<file path="src/rtl/wc_tile_loader.sv">
// Sliding-window tile loader feeding a Winograd core: 9-sample tiles with stride 5,
// where each tile reuses the newest 4 samples of the previous one.
module wc_win_slot #(
  parameter int W = 10
) (
  input  logic         clk,
  input  logic         rst,
  input  logic         en,
  input  logic [W-1:0] d,
  output logic [W-1:0] q
);
  always_ff @(posedge clk or negedge rst)
    if (!rst)    q <= '0;
    else if (en) q <= d;
endmodule

module wc_tile_loader (
  input  logic        clk,
  input  logic        rst,
  input  logic        s_valid,
  output logic        s_ready,
  input  logic [9:0]  s_data,
  input  logic        s_first,
  output logic        m_valid,
  input  logic        m_ready,
  output logic [89:0] m_tile,
  output logic        m_first
);
  localparam int W = 10;
  localparam int N = 9;
  localparam int S = 5;
  localparam int O = N - S;
  localparam logic [3:0] CNT_LAST = 4'(N - 1);
  localparam logic [3:0] CNT_OVL  = 4'(O);

  typedef enum logic {FILL, STEADY} st_t;

  st_t                   st, st_n;
  logic [3:0]            cnt, cnt_n;
  logic [N-1:0][W-1:0]   win;
  logic [N-1:0][W-1:0]   win_n;
  logic                  acc, row_start, done;

  assign s_ready = !m_valid || m_ready;
  assign acc     = s_valid && s_ready;

  // Slot 0 is the newest sample, slot N-1 the oldest; an accept shifts toward N-1.
  assign win_n = {win[N-2:0], s_data};

  for (genvar g = 0; g < N; g++) begin : g_slot
    wc_win_slot #(.W(W)) u_slot (
      .clk (clk),
      .rst (rst),
      .en  (acc),
      .d   (win_n[g]),
      .q   (win[g])
    );
  end

  // cnt is 0 only out of reset, so it doubles as the implicit row-start marker.
  assign row_start = s_first || (cnt == 4'd0);

  always_comb begin
    st_n  = st;
    cnt_n = cnt;
    done  = 1'b0;
    if (acc) begin
      if (row_start) begin
        cnt_n = 4'd1;
        st_n  = FILL;
      end else if (cnt == CNT_LAST) begin
        cnt_n = CNT_OVL;
        st_n  = STEADY;
        done  = 1'b1;
      end else begin
        cnt_n = cnt + 4'd1;
      end
    end
  end

  always_ff @(posedge clk or negedge rst)
    if (!rst) begin
      st  <= FILL;
      cnt <= 4'd0;
    end else begin
      st  <= st_n;
      cnt <= cnt_n;
    end

  // A tile only completes on an accept, which requires s_ready, so a held tile is never overwritten.
  // FILL is only ever entered at a row start, so a tile completing from FILL is the row's first.
  always_ff @(posedge clk or negedge rst)
    if (!rst) begin
      m_valid <= 1'b0;
      m_tile  <= '0;
      m_first <= 1'b0;
    end else if (done) begin
      m_valid <= 1'b1;
      m_tile  <= win_n;
      m_first <= (st == FILL);
    end else if (m_ready) begin
      m_valid <= 1'b0;
    end
endmodule

</file>
<file path="config.mk">
export PLATFORM = sky130hd
export DESIGN_NAME = wc_tile_loader
export DESIGN_NICKNAME = d
export VERILOG_FILES = /design/src/rtl/wc_tile_loader.sv
export SDC_FILE = /design/constraint.sdc
export NUM_CORES = 1
export LEC_CHECK = 0
export CAP_MARGIN = 20
export CORE_ASPECT_RATIO = 0.9
export CORE_MARGIN = 5
export CORE_UTILIZATION = 45
export DETAILED_ROUTE_END_ITERATION = 10
export PLACE_DENSITY = 0.74
export SYNTH_ARGS = -nofsm -noshare
export SYNTH_HDL_FRONTEND = slang
export SYNTH_SLANG_ARGS = --single-unit
</file>
<file path="constraint.sdc">
create_clock -name clk -period 1.9 [get_ports clk]
set_input_delay 0.38 -clock clk [delete_from_list [all_inputs] [get_ports clk]]
set_output_delay 0.38 -clock clk [all_outputs]
set_load 0.02 [all_outputs]
</file>
==> results.md, run 1 <==
- Outcome: completed
- Maxcap violations: 0
- Dpl hpwl: 8780 um
- First-pass GRT wire length: about 21,000 um
- Fin cells: between 700 and 800
- Max FO, Critical Path: 8
- CP peak stage delay: 430 ps
- Ys async rst share: 100%
- Placed cells: 707
- Synth Cell Area: between 0.007 and 0.008 mm^2
- Cells along the critical path: inv_1 -> ha_4 -> and4bb_2 -> nand3_4 -> buf_12 -> clkbuf_16 -> mux2_4
- Root buf cell: clkbuf_16
- Total Routing Usage GR: between 10% and 20%
- Grt ovf: 0
- Die width: around 140 um
- First drt pass iteration count: 4
- Min Tclk post-route: approximately 1800 ps
- Most instantiated cells after synthesis: 177 x dfrtp_1, 93 x mux2_2, 79 x mux2_4
- WP data arrival: approximately 2100 ps
- Cells after Synth: 397
- Critical path required time: between 2000 and 2500 ps
- Crit share post-route: just under 100%
- Prevailing post-synth register cell: dfrtp_1
- Area share of the largest cell type after synthesis: a little over three fifths
- Final setup viols: 0
- Unrepaired setup endpoints after global routing: false
- Average vias per placed instance: 4.95
- Final non-filler cell area: roughly 0.0093 mm^2
- Worst reg2reg path endpoint: m_tile[43]
- Synth area leaders: dfrtp_1 63%, mux2_4 17%, mux2_2 15%
- Static Leak: ~4.5 nW
- Max-slew violations: 0
- Initial antenna violation count: 0
- Pwr/cell area: between 1000 and 1500 mW/mm^2
- Seq/Total Area, Yosys: about 63%
- Largest net degree at the start of global routing: 53
- I/O pin total: approximately 110
- Hold Violations, Final: 0
- Die height: between 100 and 150 um
- Clock Path Buffers: 2
- Core ar.: 0.0154 mm^2
- Post-route DRC violation count: 0
- Clk_skew: 8.77 ps
- Hold WC Path Type: in -> async
- Clk sink count: roughly 180
- Fillers: between 1,000 and 1,500
- DR vias: about 3,700
- Reg2reg path depth: 7
- Routed length per instance: around 18 um
- Max VDD drop: 0.842 mV
- CP endpoint kind: register
- Worst-Skew Late Latency: 420 ps
- Worst path slowest cell: dfrtp_1
- Die area: 0.0182 mm^2
- Total CTS buffers: 17
- Initial Util: 45.6%
- Worst-path clk slew: approximately 70 ps
- Critical Setup Path Class: reg -> reg
- H-tree Lvls: 4
- Worst slew pin tran: between 400 and 500 ps
- TritonCTS clock tree: yes
- Layout cell share with drive strength beyond 1: about 43%
- Antenna diode count: 0
- Fin nets: between 500 and 600
- Avg Synthesized Cell Area: 17.7 um^2
- Remaining antenna violation count: 0
- Iter 0 DRT Violations: between 100 and 150
- Yosys cell types: 24
- Final Hold Slack: between 400 and 500 ps
- FF-to-FF setup slack: 70 ps
- Reg-to-Reg Start: cnt[0]
- Port-buffer cells: around 110
- Sum Neg Setup Slack: 0 ps
- Delay-heaviest family, CP: buffers and inverters
- Routed WL: roughly 14,000 um
- Startpoint types: register
- Max transition margin: 71.2%
- Post-synthesis net count: 414
- Fmax: between 0.5 and 0.6 GHz
- Site row count: 43
- EDFF count, synth: 0
- Gpl congestion: between 0.7 and 0.8
- Ys Warns: 0
- Count leader, synth: dfrtp_1
- Placed instance area: ~0.0085 mm^2
- CP Buf/Inv Count: 3
- Vias in the first global route: about 4,000
- Layout area overhead: 32.9%
- Synth area leader: dfrtp_1
- Yosys reg bits: between 150 and 200
how the worst max path moves through the flow:
stage,slack [ps],start,depth (start not counted),to
after floorplan,170,m_valid,6,cnt[0]
after global placement,-150,m_ready,4,s_ready
after detailed placement,-200,s_first,5,m_tile[89]
after CTS,10,cnt[0],6,m_tile[89]
after global routing,10,cnt[0],7,m_tile[63]
final,70,cnt[0],7,m_tile[43]
cells in the final DEF, fill, tap and decap left out, types with 2 or more instances in the layout:
cell and n:
mux2_2 93, clkbuf_16 22, dfrtp_1 177, clkinvlp_4 2, buf_6 5, inv_1 6
clkbuf_1 2, mux2_4 79, buf_12 9, clkdlybuf4s50_1 105, bufinv_16 4, buf_4 11
nand2_1 2, o21ai_0 2, nand4_1 2, clkbuf_8 5
power breakdown:
group,switching [mW],total [mW],internal (mW)
combinational,1.65,4.07,2.42
sequential,0.812,5.73,4.92
clock,1.40,3.77,2.38
total,3.85,13.6,9.72
per-layer routing:
layer	vias up	GRT usage (%)	part of all wire, %
met5	-	0	0
met4	0	4.23	0.91
met3	10	6.24	6.9
met2	91	22.8	47
met1	1919	19.9	45
li1	1695	-	-
flip-flops by register name, summed over array words and instances (netlist names):
signal	flops
cnt	4
g_slot.u_slot.q	80
m_valid	1
m_first	1
st	1
m_tile	90
area by class of cell:
class	instances	area, um^2	area share (%)
clock inverter	8	149	1.60
multi-input combinational	195	2430	26.1
inverter	6	22.5	0.241
tap	202	253	2.71
clock buffer	24	502	5.38
sequential	177	4430	47.5
timing repair buffer	138	1540	16.5
per-stage QoR:
step | setup WS [ps] | power [mW] | utilization (%)
2_1_floorplan | 166 | 7.88 | -
3_3_place_gp | -152 | 9.69 | 55.0
3_5_place_dp | -200 | 9.84 | 55.0
4_1_cts | 12.1 | 13.7 | 59.3
5_1_grt | 13.4 | 14.2 | 60.6
6_report | 66.2 | 13.6 | 60.6
kinds of logic after synthesis:
kind of cell / share of synthesized area (%)
flip-flops: 63.1
multiplexers: 31.9
buffers and inverters: 2.73
AND/OR/NAND/NOR: 0.944
AO/OA/AOI/OAI: 0.944
adder cells (fa/ha/maj): 0.356
worst reg2reg max path, cell delays in order, from the launching register on:
cell,delay (ps)
dfrtp_1,430
inv_1,110
ha_4,140
and4bb_2,280
nand3_4,100
buf_12,170
clkbuf_16,180
mux2_4,300
timing repair:
| item | CTS | global route |
|---|---|---|
| pin swaps | 0 | 1 |
| gates resized for setup | 1 | 7 |
| endpoints found under the setup margin | 1 | 69 |
| gates cloned | 0 | 7 |
| hold endpoints to repair | 40 | 0 |
| hold buffers | 1 | 0 |
| buffers inserted | 0 | 3 |
Note: power is estimated with default switching activity, not from simulation.
==> run 2, diff against run 1 <==
--- a/config.mk
+++ b/config.mk
@@ -9,6 +9,7 @@
 export CORE_ASPECT_RATIO = 0.9
 export CORE_MARGIN = 5
 export CORE_UTILIZATION = 45
+export CTS_BUF_LIST = sky130_fd_sc_hd__clkbuf_4 sky130_fd_sc_hd__clkbuf_8 sky130_fd_sc_hd__clkbuf_16
 export DETAILED_ROUTE_END_ITERATION = 10
 export PLACE_DENSITY = 0.74
 export SYNTH_ARGS = -nofsm -noshare
==> run 2 against run 1 <==
Net effect:
- critical path depth did not move
- count of clock-buffer cells in the layout unchanged
- largest power group unchanged
- clock power about the same
- power increased by 0.21%
- critical endpoint unchanged
- highest routed layer unchanged
==> results.md, run 2 (synthesis gave the netlist of run 1 again) <==
- Outcome: completed
- Die height: 129 um (unchanged)
- Routed length per instance: 18.2 um (about the same)
- Gpl congestion: 0.788 (unchanged)
- Clk sink count: 177 (unchanged)
- Crit share post-route: 96.5% (about the same)
- Startpoint types: register
- Dpl hpwl: 8780 um (unchanged)
- Critical Setup Path Class: reg -> reg
- Site row count: 43 (unchanged)
- Pre-CTS setup slack: -200 ps (unchanged)
- Max VDD drop: 0.842 mV (about the same)
- Post-route DRC violation count: 0 (unchanged)
- Hold WC Path Type: in -> async
- Grt ovf: 0 (unchanged)
- First-pass GRT wire length: 21,400 um (about the same)
- WP data arrival: 2130 ps (about the same)
- Top reg by flops: m_tile
- Fillers: 1,148 (unchanged)
- Sum Neg Setup Slack: 0 ps (unchanged)
- Clk_skew: 8.77 ps (+0.000220 ps)
- Placed cells: 707 (unchanged)
- Vias in the first global route: 4,009 (-0.025%)
- Fin cells: 750 (unchanged)
- Total Routing Usage GR: 15.0% (unchanged)
- Clock Path Buffers: 2 (unchanged)
- Static Leak: 4.48 nW (+0.15%)
- Unrepaired setup endpoints after global routing: false
- Layout area overhead: 33.0% (about the same)
- Sequential cell fraction of total power: 42.2% (about the same)
- Hold Violations, Final: 0 (unchanged)
- Largest registers: m_tile: 90 flops, g_slot.u_slot.q: 80 flops, cnt: 4 flops
- Final setup viols: 0 (unchanged)
- Clk pwr share: 28.0% (+0.2 points)
- Routed WL: 13,700 um (about the same)
- Average vias per placed instance: 4.95 (about the same)
- Cells along the critical path: inv_1 -> ha_4 -> and4bb_2 -> nand3_4 -> buf_12 -> clkbuf_16 -> mux2_4
- First drt pass iteration count: 4 (unchanged)
- Worst path depth: 7 (unchanged)
- CP Buf/Inv Count: 3 (unchanged)
- Worst-path clk slew: 70 ps (about the same)
- Cell-internal power: 9.75 mW (+0.29%)
- Largest net degree at the start of global routing: 53 (unchanged)
- Max reg flops: 90 (unchanged)
- H-tree Lvls: 4 (unchanged)
- Initial antenna violation count: 0 (unchanged)
- Reg2reg path depth: 7 (unchanged)
- Delay-heaviest family, CP: buffers and inverters
- Worst-Skew Late Latency: 420 ps (about the same)
- Final Hold Slack: 456 ps (+1.79 ps)
- Antenna diode count: 0 (unchanged)
- Multi-input logic area: 0.00243 mm^2 (unchanged)
- Core ar.: 0.0154 mm^2 (unchanged)
- Final non-filler cell area: 0.00934 mm^2 (about the same)
- Worst setup margin: 66.2 ps (-0.00460 ps)
- Most common cell after layout, fill and taps aside: dfrtp_1
- Remaining antenna violation count: 0 (unchanged)
- Placed instance area: 0.00846 mm^2 (unchanged)
- Pwr/cell area: 1460 mW/mm^2 (+0.13%)
- Commonest non-fill, non-tap cells in the layout: 177 x dfrtp_1, 105 x clkdlybuf4s50_1, 93 x mux2_2
- Die width: 142 um (unchanged)
- Psw: 3.85 mW (about the same)
- Register area: 0.00443 mm^2 (unchanged)
- I/O pin total: 108 (unchanged)
- Min Tclk post-route: 1830 ps (+0.00460 ps)
- Overall power: 13.6 mW (+0.21%)
- Critical path required time: 2200 ps (about the same)
- Initial Util: 45.6% (unchanged)
- Part of the power in combinational logic: 29.9% (about the same)
- Max-slew violations: 0 (unchanged)
- Port-buffer cells: 107 (unchanged)
- Iter 0 DRT Violations: 135 (+0.75%)
- Die area: 0.0182 mm^2 (unchanged)
- Max FO, Critical Path: 8 (unchanged)
- TritonCTS clock tree: yes
- Maxcap violations: 0 (unchanged)
- Layout cell share with drive strength beyond 1: 43.8% (+0.36 points)
- Total CTS buffers: 17 (unchanged)
- DR vias: 3,716 (+0.027%)
- Worst slew pin tran: 434 ps (+1.60 ps)
- Sw frac: 28.3% (-0.058 points)
- Worst path slowest cell: dfrtp_1
- Fmax: 0.545 GHz (about the same)
- CP endpoint kind: register
- Root buf cell: clkbuf_16
- Max transition margin: 71.1% (-0.11 points)
- CP peak stage delay: 430 ps (about the same)
- Fin nets: 552 (unchanged)
- Core Util, Final: 60.7% (about the same)
run 2: cell count changes in the layout (fill, tap and decap cells not counted):
cell | before | now
clkbuf_1 | 2 | 0
clkbuf_4 | 0 | 2
run 2: layout make-up:
type / instances / share of cell area (%)
clock buffer: 24 / 5.45
tap: 202 / 2.71
inverter: 6 / 0.241
sequential: 177 / 47.4
multi-input combinational: 195 / 26.1
clock inverter: 8 / 1.59
timing repair buffer: 138 / 16.5
run 2: path summary, 6_finish.rpt:
check | start | to | slack, ps
setup / recovery | cnt[0] | m_tile[43] | 70
hold / removal | rst | m_tile[86] | 460
setup reg to reg | cnt[0] | m_tile[43] | 70
hold reg to reg | g_slot[7].u_slot.q[7] | m_tile[87] | 500
max in group asynchronous | rst | g_slot[1].u_slot.q[6] | 810
min in group clk | g_slot[7].u_slot.q[7] | m_tile[87] | 500
run 2: metal layers:
metal	track usage, %	share of wire, %	vias up
met5	0	0	-
met4	4.23	0.91	0
met2	22.8	47	91
li1	-	-	1695
met3	6.24	6.9	10
met1	19.9	45	1920
run 2: timing repair:
item	CTS	global route
pin swaps	0	1
buffers inserted	0	3
hold buffers	1	0
gates resized for setup	1	7
endpoints found under the hold margin	40	0
endpoints found under the setup margin	1	69
cloned	0	7
run 2: power by group through the flow:
stage / clock [mW] / combinational (mW) / sequential (mW)
after CTS: 3.89 / 4.07 / 5.75
after floorplan: 0 / 1.51 / 6.37
after global placement: 0 / 3.96 / 5.74
after global routing: 4.06 / 4.31 / 5.89
final: 3.80 / 4.07 / 5.73
after detailed placement: 0 / 4.04 / 5.80
==> run 3, diff against run 2 <==
--- a/config.mk
+++ b/config.mk
@@ -5,6 +5,7 @@
 export SDC_FILE = /design/constraint.sdc
 export NUM_CORES = 1
 export LEC_CHECK = 0
+export ABC_CLOCK_PERIOD_IN_PS = 1900
 export CAP_MARGIN = 20
 export CORE_ASPECT_RATIO = 0.9
 export CORE_MARGIN = 5
==> results of run 3 <==
The final DEF is identical to that of run 2; final timing and power are the same.
